==> src/rtl/code_lock_ctrl.sv <==
// code_lock_ctrl: keypad code-entry lock controller.
// Collects CODE_LEN digits from the keypad scanner and compares them with a
// programmable stored code. Counts consecutive failures and locks out after
// MAX_TRIES of them. Drives timed unlock, fail and lockout indications, and
// supports re-programming the code while unlocked.
module code_lock_ctrl #(
  parameter int                            CODE_LEN       = 4,
  parameter int                            DIGIT_W        = 4,
  parameter logic [CODE_LEN*DIGIT_W-1:0]   DEFAULT_CODE   = 16'h1234,
  parameter logic [DIGIT_W-1:0]            CLEAR_KEY      = 4'hA,
  parameter int                            MAX_TRIES      = 3,
  parameter int                            UNLOCK_CYCLES  = 24_000_000,
  parameter int                            FAIL_CYCLES    = 6_000_000,
  parameter int                            LOCKOUT_CYCLES = 120_000_000,
  parameter int                            ENTRY_TIMEOUT  = 60_000_000
) (
  input  logic                              hwclk,
  input  logic                              rst_n,
  input  logic                              key_valid,
  input  logic [DIGIT_W-1:0]                key_code,
  input  logic                              prog_req,
  output logic                              unlocked,
  output logic                              fail,
  output logic                              lockout,
  output logic                              prog_active,
  output logic                              prog_done,
  output logic [$clog2(CODE_LEN+1)-1:0]     digit_cnt,
  output logic [$clog2(MAX_TRIES+1)-1:0]    tries_left
);

  function automatic int max2(input int a, input int b);
    return (a > b) ? a : b;
  endfunction

  localparam int CODE_W = CODE_LEN * DIGIT_W;
  localparam int CNT_W  = $clog2(CODE_LEN + 1);
  localparam int TRY_W  = $clog2(MAX_TRIES + 1);
  localparam int T_MAX  = max2(max2(UNLOCK_CYCLES, FAIL_CYCLES),
                               max2(LOCKOUT_CYCLES, ENTRY_TIMEOUT));
  localparam int TMR_W  = $clog2(T_MAX + 1);

  // Timers are loaded with N-1 so that a state lasts exactly N cycles.
  localparam logic [TMR_W-1:0] LD_UNLOCK  = TMR_W'(UNLOCK_CYCLES - 1);
  localparam logic [TMR_W-1:0] LD_FAIL    = TMR_W'(FAIL_CYCLES - 1);
  localparam logic [TMR_W-1:0] LD_LOCKOUT = TMR_W'(LOCKOUT_CYCLES - 1);
  localparam logic [TMR_W-1:0] LD_ENTRY   = TMR_W'(ENTRY_TIMEOUT - 1);
  localparam logic [TMR_W-1:0] TMR_ZERO   = '0;
  localparam logic [CNT_W-1:0] CNT_LAST   = CNT_W'(CODE_LEN - 1);
  localparam logic [CNT_W-1:0] CNT_ONE    = CNT_W'(1);
  localparam logic [TRY_W-1:0] TRY_MAX    = TRY_W'(MAX_TRIES);
  localparam logic [TRY_W-1:0] TRY_ONE    = TRY_W'(1);

  typedef enum logic [2:0] {
    S_IDLE,
    S_ENTRY,
    S_CHECK,
    S_UNLOCKED,
    S_FAIL,
    S_LOCKOUT,
    S_PROG
  } state_t;

  state_t              r_state;
  logic [1:0]          r_rst_sync;
  logic [CODE_W-1:0]   r_code;
  logic [CODE_W-1:0]   r_buf;
  logic [CNT_W-1:0]    r_digit_cnt;
  logic [TRY_W-1:0]    r_tries;
  logic [TMR_W-1:0]    r_timer;
  logic                r_unlocked;
  logic                r_fail;
  logic                r_lockout;
  logic                r_prog_active;
  logic                r_prog_done;

  logic                w_rst_n;
  logic                w_key_digit;
  logic                w_key_clear;
  logic                w_last_digit;
  logic                w_tmr_zero;
  logic                w_code_match;
  logic [CODE_W-1:0]   w_buf_next;
  logic [CNT_W-1:0]    w_cnt_next;

  // Reset synchronizer: assertion is immediate, release aligned to hwclk.
  always_ff @(posedge hwclk or negedge rst_n) begin
    if (!rst_n) begin
      r_rst_sync <= 2'b00;
    end else begin
      r_rst_sync <= {r_rst_sync[0], 1'b1};
    end
  end

  assign w_rst_n      = r_rst_sync[1];
  assign w_key_digit  = key_valid && (key_code != CLEAR_KEY);
  assign w_key_clear  = key_valid && (key_code == CLEAR_KEY);
  assign w_last_digit = (r_digit_cnt == CNT_LAST);
  assign w_tmr_zero   = (r_timer == TMR_ZERO);
  assign w_code_match = (r_buf == r_code);
  // New digit shifts in at the LS end, so the first-entered digit ends up MS.
  assign w_buf_next   = (r_buf << DIGIT_W) | CODE_W'(key_code);
  assign w_cnt_next   = r_digit_cnt + CNT_ONE;

  // Lock FSM: state, timer, entry buffer, stored code, try counter and flags.
  always_ff @(posedge hwclk or negedge w_rst_n) begin
    if (!w_rst_n) begin
      r_state       <= S_IDLE;
      r_code        <= DEFAULT_CODE;
      r_buf         <= '0;
      r_digit_cnt   <= '0;
      r_tries       <= TRY_MAX;
      r_timer       <= '0;
      r_unlocked    <= 1'b0;
      r_fail        <= 1'b0;
      r_lockout     <= 1'b0;
      r_prog_active <= 1'b0;
      r_prog_done   <= 1'b0;
    end else begin
      r_prog_done <= 1'b0;
      case (r_state)
        S_IDLE: begin
          // CLEAR in IDLE is ignored; any other key starts an entry.
          if (w_key_digit) begin
            r_buf       <= w_buf_next;
            r_digit_cnt <= CNT_ONE;
            if (w_last_digit) begin
              r_state <= S_CHECK;
              r_timer <= TMR_ZERO;
            end else begin
              r_state <= S_ENTRY;
              r_timer <= LD_ENTRY;
            end
          end
        end

        S_ENTRY: begin
          if (w_key_digit) begin
            r_buf       <= w_buf_next;
            r_digit_cnt <= w_cnt_next;
            if (w_last_digit) begin
              r_state <= S_CHECK;
              r_timer <= TMR_ZERO;
            end else begin
              r_timer <= LD_ENTRY;
            end
          end else if (w_key_clear || w_tmr_zero) begin
            // Abort or idle gap exceeded: discard without counting an attempt.
            r_state     <= S_IDLE;
            r_buf       <= '0;
            r_digit_cnt <= '0;
            r_timer     <= TMR_ZERO;
          end else begin
            r_timer <= r_timer - TMR_W'(1);
          end
        end

        S_CHECK: begin
          r_buf       <= '0;
          r_digit_cnt <= '0;
          if (w_code_match) begin
            r_state    <= S_UNLOCKED;
            r_tries    <= TRY_MAX;
            r_unlocked <= 1'b1;
            r_timer    <= LD_UNLOCK;
          end else if (r_tries <= TRY_ONE) begin
            r_state   <= S_LOCKOUT;
            r_tries   <= '0;
            r_lockout <= 1'b1;
            r_timer   <= LD_LOCKOUT;
          end else begin
            r_state <= S_FAIL;
            r_tries <= r_tries - TRY_ONE;
            r_fail  <= 1'b1;
            r_timer <= LD_FAIL;
          end
        end

        S_UNLOCKED: begin
          // A programming request takes priority over the hold-time expiry.
          if (prog_req) begin
            r_state       <= S_PROG;
            r_unlocked    <= 1'b0;
            r_prog_active <= 1'b1;
            r_buf         <= '0;
            r_digit_cnt   <= '0;
            r_timer       <= LD_ENTRY;
          end else if (w_tmr_zero) begin
            r_state    <= S_IDLE;
            r_unlocked <= 1'b0;
          end else begin
            r_timer <= r_timer - TMR_W'(1);
          end
        end

        S_FAIL: begin
          if (w_tmr_zero) begin
            r_state <= S_IDLE;
            r_fail  <= 1'b0;
          end else begin
            r_timer <= r_timer - TMR_W'(1);
          end
        end

        S_LOCKOUT: begin
          if (w_tmr_zero) begin
            r_state   <= S_IDLE;
            r_lockout <= 1'b0;
            r_tries   <= TRY_MAX;
          end else begin
            r_timer <= r_timer - TMR_W'(1);
          end
        end

        S_PROG: begin
          if (w_key_digit) begin
            if (w_last_digit) begin
              // Final digit: commit the new code and return to IDLE.
              r_code        <= w_buf_next;
              r_prog_done   <= 1'b1;
              r_prog_active <= 1'b0;
              r_state       <= S_IDLE;
              r_buf         <= '0;
              r_digit_cnt   <= '0;
              r_timer       <= TMR_ZERO;
            end else begin
              r_buf       <= w_buf_next;
              r_digit_cnt <= w_cnt_next;
              r_timer     <= LD_ENTRY;
            end
          end else if (w_key_clear || w_tmr_zero) begin
            // Abandon programming; stored code stays as it was.
            r_state       <= S_IDLE;
            r_prog_active <= 1'b0;
            r_buf         <= '0;
            r_digit_cnt   <= '0;
            r_timer       <= TMR_ZERO;
          end else begin
            r_timer <= r_timer - TMR_W'(1);
          end
        end

        default: begin
          r_state       <= S_IDLE;
          r_buf         <= '0;
          r_digit_cnt   <= '0;
          r_timer       <= TMR_ZERO;
          r_unlocked    <= 1'b0;
          r_fail        <= 1'b0;
          r_lockout     <= 1'b0;
          r_prog_active <= 1'b0;
        end
      endcase
    end
  end

  assign unlocked    = r_unlocked;
  assign fail        = r_fail;
  assign lockout     = r_lockout;
  assign prog_active = r_prog_active;
  assign prog_done   = r_prog_done;
  assign digit_cnt   = r_digit_cnt;
  assign tries_left  = r_tries;

endmodule

==> config.mk <==
export PLATFORM = sky130hd
export DESIGN_NAME = code_lock_ctrl
export DESIGN_NICKNAME = d
export VERILOG_FILES = /design/src/rtl/code_lock_ctrl.sv
export SDC_FILE = /design/constraint.sdc
export NUM_CORES = 1
export LEC_CHECK = 0
export CAP_MARGIN = 0
export CORE_MARGIN = 1.5
export CORE_UTILIZATION = 45
export CTS_BUF_LIST = sky130_fd_sc_hd__clkbuf_4
export DETAILED_ROUTE_END_ITERATION = 7
export PLACE_DENSITY_LB_ADDON = 0.12
export SLEW_MARGIN = 0
export SYNTH_ARGS = -nofsm -noshare
export SYNTH_HDL_FRONTEND = slang
export SYNTH_SLANG_ARGS = --single-unit
==> constraint.sdc <==
create_clock -name hwclk -period 3.78 [get_ports hwclk]
set_input_delay 0.378 -clock hwclk [delete_from_list [all_inputs] [get_ports hwclk]]
set_output_delay 0.378 -clock hwclk [all_outputs]
set_load 0.02 [all_outputs]
# After elaboration in Yosys (flattened, before gate mapping)
# Cells that the tools add are included.
# op_classes
add_sub_neg	3
magnitude_cmp	1
mux	57
eq_ne	22
n_reduce_logical	20
bitwise_logic	6
# ops
op	count
$mux W27	7
$pmux W27 S5	1
$mux W16	6
$pmux W16 S5	1
$mux W3	15
$logic_not A27 Y1	1
$sub A27 B1 Y27 const B	1
$mux W26	1
$reduce_or A5 Y1	4
$pmux W3 S6	1
$eq A16 B16 Y1	1
$ne A2 B2 Y1 const B	8
$or A16 B4 Y16	1
$mux W1	15
$pmux W3 S5	1
$ne A3 B3 Y1 const B	4
$pmux W1 S3	4
$reduce_and A3 Y1	4
$reduce_and A4 Y1	3
$eq A3 B2 Y1 const B	3
$eq A3 B3 Y1 const B	3
$mux W2	4
$not A1 Y1	5
$eq A4 B4 Y1 const B	1
12 further kinds	14
# totals
wordCells	121
ff_bits	74
input_bits	8

# Logic depth before layout (Yosys ltp)
# Gate-level depths: netlist of run 1.
# logic_depth
ltp_word	6
depth_mapped	10
ltp_nobuf	8

# Worst setup path after synthesis of run 1
# No wires, ideal clock.
# synth_path
path_type	reg2reg
start	register r_timer[0]
end	register r_timer[10]
setup_ps	133
required_ps	3647
stages_incl_launch_ff	11
t_arrival_ps	2121
slack_ps	1526
n_path_buf	2
path_cell_list	dfrtp_1 > inv_1 > ha_1 > clkbuf_1 > nor4b_1 > nand4_1 > o21ai_1 > buf_2 > nor3_1 > a221oi_1 > o21ai_1
# synth_between
elab_chain_len	5
# synth_lines
element	line_no	text
start, declared	69	logic [TMR_W-1:0] r_timer;
start signal, assigned	153	r_timer <= r_timer - TMR_W'(1);
start signal, assigned	191	r_timer <= r_timer - TMR_W'(1);
start signal, assigned	200	r_timer <= r_timer - TMR_W'(1);
branches (longest 4 deep; another with $sub A27 B1 Y27)	-	
$pmux W27 S5 *	120	case (r_state)
# Mark *: on every way between the ends.
# A chain may end at the register's enable or synchronous reset.

# Final worst setup path of run 1
# layout_path
start	register r_timer[0]
end	register r_buf[12]
# layout_between
elab_chain_len	5
# layout_lines
element	line_no	text
$logic_not A27 Y1 *	98	assign w_tmr_zero = (r_timer == TMR_ZERO);
$logic_or A1 B1 Y1 *	146, 230	
$mux W16 *	-	
$mux W16, on equally long branches	-	
$pmux W16 S5 *	-	
end signal, assigned	124	r_buf <= w_buf_next;
end signal, assigned	138	r_buf <= w_buf_next;
end signal, assigned	226	r_buf <= w_buf_next;
end, declared	66	logic [CODE_W-1:0] r_buf;
# Mark *: on every way between the ends. The rest lies on a longest branch, timed or not.

==> results of run 1 <==
## cells in the final DEF, fill, tap and decap left out, drive strengths merged, types with 3 or more instances in the layout
| cell | count |
|---|---|
| a21o | 3 |
| a21oi | 26 |
| a22o | 9 |
| a22oi | 9 |
| a31oi | 9 |
| and2 | 4 |
| buf | 9 |
| bufinv | 3 |
| clkbuf | 10 |
| clkdlybuf4s50 | 17 |
| clkinv | 4 |
| dfrtp | 67 |
| dfstp | 7 |
| ha | 4 |
| inv | 10 |
| nand2 | 92 |
| nand2b | 3 |
| nand3 | 16 |
| nand4 | 11 |
| nor2 | 36 |
| nor3 | 22 |
| nor3b | 3 |
| nor4 | 7 |
| o211ai | 6 |
| o21a | 4 |
| o21ai | 48 |
| o221ai | 11 |
| o22ai | 4 |
| o31ai | 6 |
| or3 | 3 |
| or4 | 8 |
| xnor2 | 17 |
## logic make-up after synthesis
| family | Yosys count | share of synthesized area |
|---|---|---|
| AO/OA/AOI/OAI | 144 | 0.2174 |
| XOR/XNOR | 18 | 0.03696 |
| adder cells (fa/ha/maj) | 5 | 0.01643 |
| buffers and inverters | 33 | 0.03139 |
| flip-flops | 74 | 0.4362 |
| multiplexers | 4 | 0.009973 |
| other | 1 | 0.0008792 |
| AND/OR/NAND/NOR | 214 | 0.2508 |
## cell type report
class	instances	area, µm²	share of cell area
Tap cell	111	138.9	0.02931
Inverter	12	45.04	0.009506
Sequential cell	74	1864	0.3935
Clock buffer	10	75.07	0.01584
Timing Repair Buffer	26	237.7	0.05017
Clock inverter	6	106.4	0.02245
Multi-Input combinational cell	386	2271	0.4793
## layer usage
metal / vias to the layer above / routed length (µm) / global-route usage
met1: 1893 / 5117 / 0.3494
met2: 196 / 5309 / 0.3789
met3: 23 / 862 / 0.04318
met5: - / 0 / 0
met4: 0 / 300 / 0.1040
li1: 1844 / - / -
## state kept, by name, summed over array words and instances, names as in the netlist
name / count
lockout: 1
digit_cnt: 3
fail: 1
prog_active: 1
r_rst_sync: 2
prog_done: 1
tries_left: 2
r_state: 3
r_buf: 16
unlocked: 1
r_timer: 27
r_code: 16
## power breakdown
group          total, mW  switching (mW)  internal (mW)
Sequential          1.44           0.374           1.06
Combinational       1.85            1.14          0.714
Clock              0.635           0.296          0.339
Total               3.93            1.81           2.12
## critical path, stage by stage (launching register included)
cell      delay (ns)
dfrtp_1         0.42
inv_1           0.07
ha_1            0.32
nor4b_1         0.27
nand4_1         0.37
nor2_1          0.59
nor2_1          0.35
a22oi_1         0.24
o221ai_1        0.15
## path summary, 6_finish.rpt
kind,from,to,cells past startpoint,slack (ns)
setup / recovery,r_timer[0],r_buf[12],8,0.90
max in group asynchronous,r_rst_sync[1],r_timer[11],0,2.70
setup reg to reg,r_timer[0],r_buf[12],8,0.90
min in group hwclk,r_rst_sync[0],r_rst_sync[1],0,0.37
hold / removal,rst_n,r_rst_sync[1],1,0.10
hold reg to reg,r_rst_sync[0],r_rst_sync[1],0,0.37
## metrics by stage
stage / hold WS (ns) / power [mW]
finish: 0.1046 / 3.925
global route: 0.08606 / 4.234
CTS: 0.09132 / 3.909
detailed placement: 0.3410 / 3.263
global placement: 0.3394 / 3.229
floorplan: 0.08241 / 2.686
==> flow_metrics.env, run 1 <==
export IMPL_clock_latency_ns=0.43
export IMPL_grt_pass1_vias=3849
export IMPL_postCtsHoldBufs=0
export IMPL_finalWirelength_mm=11.59
export IMPL_pwr_density_cell_nw_per_um2=828.4
export IMPL_async_reset_ff_frac=1.000
export IMPL_drive_above_1_share=0.08755
export IMPL_grt_max_degree=73
export IMPL_synth_seq_cells=74
export IMPL_final_hold_violation_count=0
export IMPL_final_cells=625
export IMPL_die_h_um=100.4
export IMPL_routed_via_density=6.330
export IMPL_synth_edff_count=0
export IMPL_numPortBuffers=17
export IMPL_grtUsageTotal=0.2484
export IMPL_synth_avg_cell_area_um2=8.652
export IMPL_yosysTopAreaCellShare=0.3931
export IMPL_max_cap_viol_count=0
export IMPL_min_period_ns=2.878
export IMPL_antenna_found_initial=0
export IMPL_cp_arrival_ns=3.17
export IMPL_overflow=0
export IMPL_tightestPinTransition_ns=0.9692
export IMPL_p_leak_nw=1.948
export IMPL_h_tree_depth=3
export IMPL_dieArea_um2=10070
export IMPL_ant_nets=0
export IMPL_setup_viol=0
export IMPL_root_buffer="clkbuf_4"
export IMPL_rows=35
export IMPL_dp_cells=609
export IMPL_min_path_type="input port to asynchronous set/reset pin"
export IMPL_critPathMaxFanout=10
export IMPL_core_area_um2=9196
export IMPL_drt_first_pass_iters=5
export IMPL_routedWlPerCell_um=18.54
export IMPL_ys_top_cells_by_count="nand2_1 (92), dfrtp_1 (67), o21ai_0 (44), nor2_1 (36), a21oi_1 (26)"
export IMPL_rsz0062_at_grt="false"
export IMPL_relSlewSlack=0.3471
export IMPL_hpwl_mm=7.887
export IMPL_nFillCells=839
export IMPL_cp_data_required_time_ns=4.07
export IMPL_vdd_drop_max_mv=0.2641
export IMPL_fin_tns_setup_ns=0
export IMPL_yosysSeqAreaShare=0.4362
export IMPL_finClkSkew_ns=0.03178
export IMPL_fin_area_um2=4738
export IMPL_n_antenna_cell=0
export IMPL_syn_cell_area_um2=4265
export IMPL_drc=0
export IMPL_ys_types=59
export IMPL_synth_flop_cell="dfrtp_1"
export IMPL_cts_num_sinks=74
export IMPL_cts_resized=0
export IMPL_grt_pass1_wl_mm=19.50
export IMPL_numCtsBuffers=9
export IMPL_place_gp_congestion=0.8681
export IMPL_critPathKind="register to register"
export IMPL_finalWorstSetupSlack_ns=0.9020
export IMPL_clkTransAtPathRegs_ns=0.14
export IMPL_clk_path_buf_depth=2
export IMPL_syn_inst=493
export IMPL_place_area_um2=4557
export IMPL_vias=3956
export IMPL_die_x_um=100.4
export IMPL_outcome="finished clean"
export IMPL_post_synth_top_count_cell="nand2_1"
export IMPL_yosysTopAreaCell="dfrtp_1"
export IMPL_report_final_slew_viol_count=0
export IMPL_synth_fp_nets=506
export IMPL_cts_post_setup_buffers_inserted=0
export IMPL_startpoint_type="register"
export IMPL_post_place_ws_ns=0.7327
export IMPL_end_kind="register"
export IMPL_synth_warnings=0
export IMPL_fmax_mhz=347.5
export IMPL_min_period_over_period=0.7614
export IMPL_fin_nets=522
export IMPL_drt_initial_drc_count=336
export IMPL_tritoncts="yes"
export IMPL_start_util=0.4638
export IMPL_synth_area_top_cells="dfrtp_1 (39%), nand2_1 (8.1%), o21ai_0 (5.2%)"
export IMPL_syn_to_final_growth_pct=11.09
export IMPL_pin_count=18
export IMPL_fin_util=0.5152
Note: power is estimated with default switching activity, not from simulation.
==> run 2: changes to the inputs <==
Clock period 3.78 ns to 2.7 ns, I/O delays scaled along.
==> run 2 against run 1 <==
- hold slack gained 0.26 ns
- final cell count up 4.2%
- sequential power rose by 41%
- maximum frequency increased by 18%
- utilization increased by 1.4 points
- non-clock buffer count is 25 higher
- sequential share of layout area down 1.0 points
- largest cell class unchanged
- largest power group unchanged
==> flow_metrics.env, run 2 (synthesis results as in run 1) <==
export IMPL_place_area_um2=4737
export IMPL_critPathMaxStageDelay_ns=0.49
export IMPL_relSlewSlack=0.3819
export IMPL_cp_slowest_cell="dfrtp_1"
export IMPL_final_cells=651
export IMPL_cts_resized=0
export IMPL_setup_viol=0
export IMPL_fin_total_pwr_mw=5.448
export IMPL_hp_start="r_rst_sync[0]"
export IMPL_critPathKind="register to register"
export IMPL_whs_endpoint="r_rst_sync[1]"
export IMPL_fin_nets=547
export IMPL_p_int_mw=2.895
export IMPL_grt_max_degree=73
export IMPL_clk_path_buf_depth=2
export IMPL_drt_first_pass_iters=5
export IMPL_reg2reg_depth=6
export IMPL_p_leak_nw=2.044
export IMPL_die_h_um=100.4
export IMPL_cts_num_sinks=74
export IMPL_path_cells="nor4_2 -> nand4_2 -> o21ai_1 -> nand3_1 -> buf_4 -> a22o_1"
export IMPL_r2r_end="r_buf[14]"
export IMPL_switchingPower_mw=2.553
export IMPL_syn_to_final_growth_pct=14.05
export IMPL_core_area_um2=9196
export IMPL_ant_nets=0
export IMPL_finalWorstSetupSlack_ns=0.2556
export IMPL_p_comb_frac=0.513
export IMPL_drive_above_1_share=0.1299
export IMPL_fin_tns_setup_ns=0
export IMPL_grt_pass1_wl_mm=19.39
export IMPL_overflow=0
export IMPL_end_kind="register"
export IMPL_drt_initial_drc_count=207
export IMPL_vias=3981
export IMPL_fin_area_um2=4865
export IMPL_rsz0062_at_grt="false"
export IMPL_regMostFlops="r_timer"
export IMPL_swShare=0.4685
export IMPL_hpwl_mm=8.333
export IMPL_startpoint_type="register"
export IMPL_root_buffer="clkbuf_4"
export IMPL_final_cell_mix="nand2_1 (92), dfrtp_1 (66), o21ai_0 (44), nor2_1 (36), buf_4 (33)"
export IMPL_numCtsBuffers=9
export IMPL_start_util=0.4638
export IMPL_pin_count=18
export IMPL_cp_arrival_ns=2.74
export IMPL_routed_via_density=6.115
export IMPL_power_frac_clock=0.115
export IMPL_largest_register_ffs=27
export IMPL_final_common_cell="nand2_1"
export IMPL_finalWirelength_mm=11.64
export IMPL_max_cap_viol_count=0
export IMPL_grt_pass1_vias=3860
export IMPL_die_x_um=100.4
export IMPL_pwr_density_cell_nw_per_um2=1120
export IMPL_pwr_share_seq=0.372
export IMPL_min_period_over_period=0.9053
export IMPL_numPortBuffers=17
export IMPL_h_tree_depth=3
export IMPL_routedWlPerCell_um=17.88
export IMPL_vdd_drop_max_mv=0.3450
export IMPL_min_path_type="register to register"
export IMPL_dieArea_um2=10070
export IMPL_fmax_mhz=409.1
export IMPL_place_gp_congestion=0.9587
export IMPL_rrSetupSlack_ns=0.26
export IMPL_tightestPinTransition_ns=0.9272
export IMPL_grtUsageTotal=0.2475
export IMPL_post_place_ws_ns=0.3229
export IMPL_cp_data_required_time_ns=3.00
export IMPL_clock_latency_ns=0.43
export IMPL_top_regs="r_timer (27), r_buf (16), r_code (16)"
export IMPL_outcome="finished clean"
export IMPL_report_final_slew_viol_count=0
export IMPL_timing_rr_start="r_timer[17]"
export IMPL_min_period_ns=2.444
export IMPL_critPathMaxFanout=10
export IMPL_clkTransAtPathRegs_ns=0.11
export IMPL_final_hold_violation_count=0
export IMPL_antenna_found_initial=1
export IMPL_nFillCells=873
export IMPL_min_path_cells=0
export IMPL_rows=35
export IMPL_finClkSkew_ns=0.03143
export IMPL_dp_cells=633
export IMPL_tritoncts="yes"
export IMPL_drc=0
-- run 2: power groups by stage --
stage	Combinational (mW)	Sequential, mW	Clock, mW
final	2.79	2.03	0.627
after global routing	3.11	2.09	0.687
after CTS	2.77	2.02	0.640
after detailed placement	2.75	2.04	0
after global placement	2.73	2.03	0
after floorplan	1.84	1.92	0
-- run 2: routing by layer --
metal | vias up | track usage | wire length [µm] | part of all wire
li1 | 1886 | - | - | -
met1 | 1912 | 0.3391 | 5361 | 0.46
met2 | 152 | 0.3867 | 5244 | 0.45
met3 | 31 | 0.04526 | 696 | 0.060
met4 | 0 | 0.1040 | 340 | 0.029
met5 | - | 0 | 0 | 0
-- run 2: per-stage QoR --
step / util / hold slack (ns)
after floorplan: - / -0.02559
after global placement: 0.5151 / 0.3380
after detailed placement: 0.5151 / 0.3418
after CTS: 0.5287 / 0.3686
after global routing: 0.5290 / 0.3828
final: 0.5290 / 0.3643
-- run 2: final cells by class --
class | count | area (µm²) | share of cell area
Antenna cell | 1 | 2.502 | 0.0005144
Sequential cell | 74 | 1864 | 0.3832
Timing Repair Buffer | 51 | 427.9 | 0.08796
Clock buffer | 13 | 97.59 | 0.02006
Inverter | 12 | 45.04 | 0.009259
Tap cell | 111 | 138.9 | 0.02855
Multi-Input combinational cell | 386 | 2271 | 0.4668
Clock inverter | 3 | 17.52 | 0.003601
-- run 2: worst max path at each step --
stage / start / end / slack (ns) / depth (start not counted)
4_1_cts: r_timer[17] / r_timer[15] / 0.29 / 6
3_5_place_dp: r_timer[17] / r_timer[15] / 0.32 / 6
3_3_place_gp: r_timer[17] / r_buf[1] / 0.30 / 6
2_1_floorplan: r_timer[0] / r_timer[10] / 0.45 / 10
6_report: r_timer[17] / r_buf[14] / 0.26 / 6
5_1_grt: r_timer[17] / fail / 0.08 / 7
-- run 2: critical path: cells and delay by family, from the launching register on --
| family | cells | cell delay [ns] |
|---|---|---|
| compound gates | 2 | 0.58 |
| buf+inv | 1 | 0.26 |
| simple gates | 3 | 1.00 |
| flops | 1 | 0.49 |
-- run 2: repair_timing --
action	in CTS	in global routing
hold buffers	1	0
setup buffers	0	0
endpoints found under the hold margin	2	0
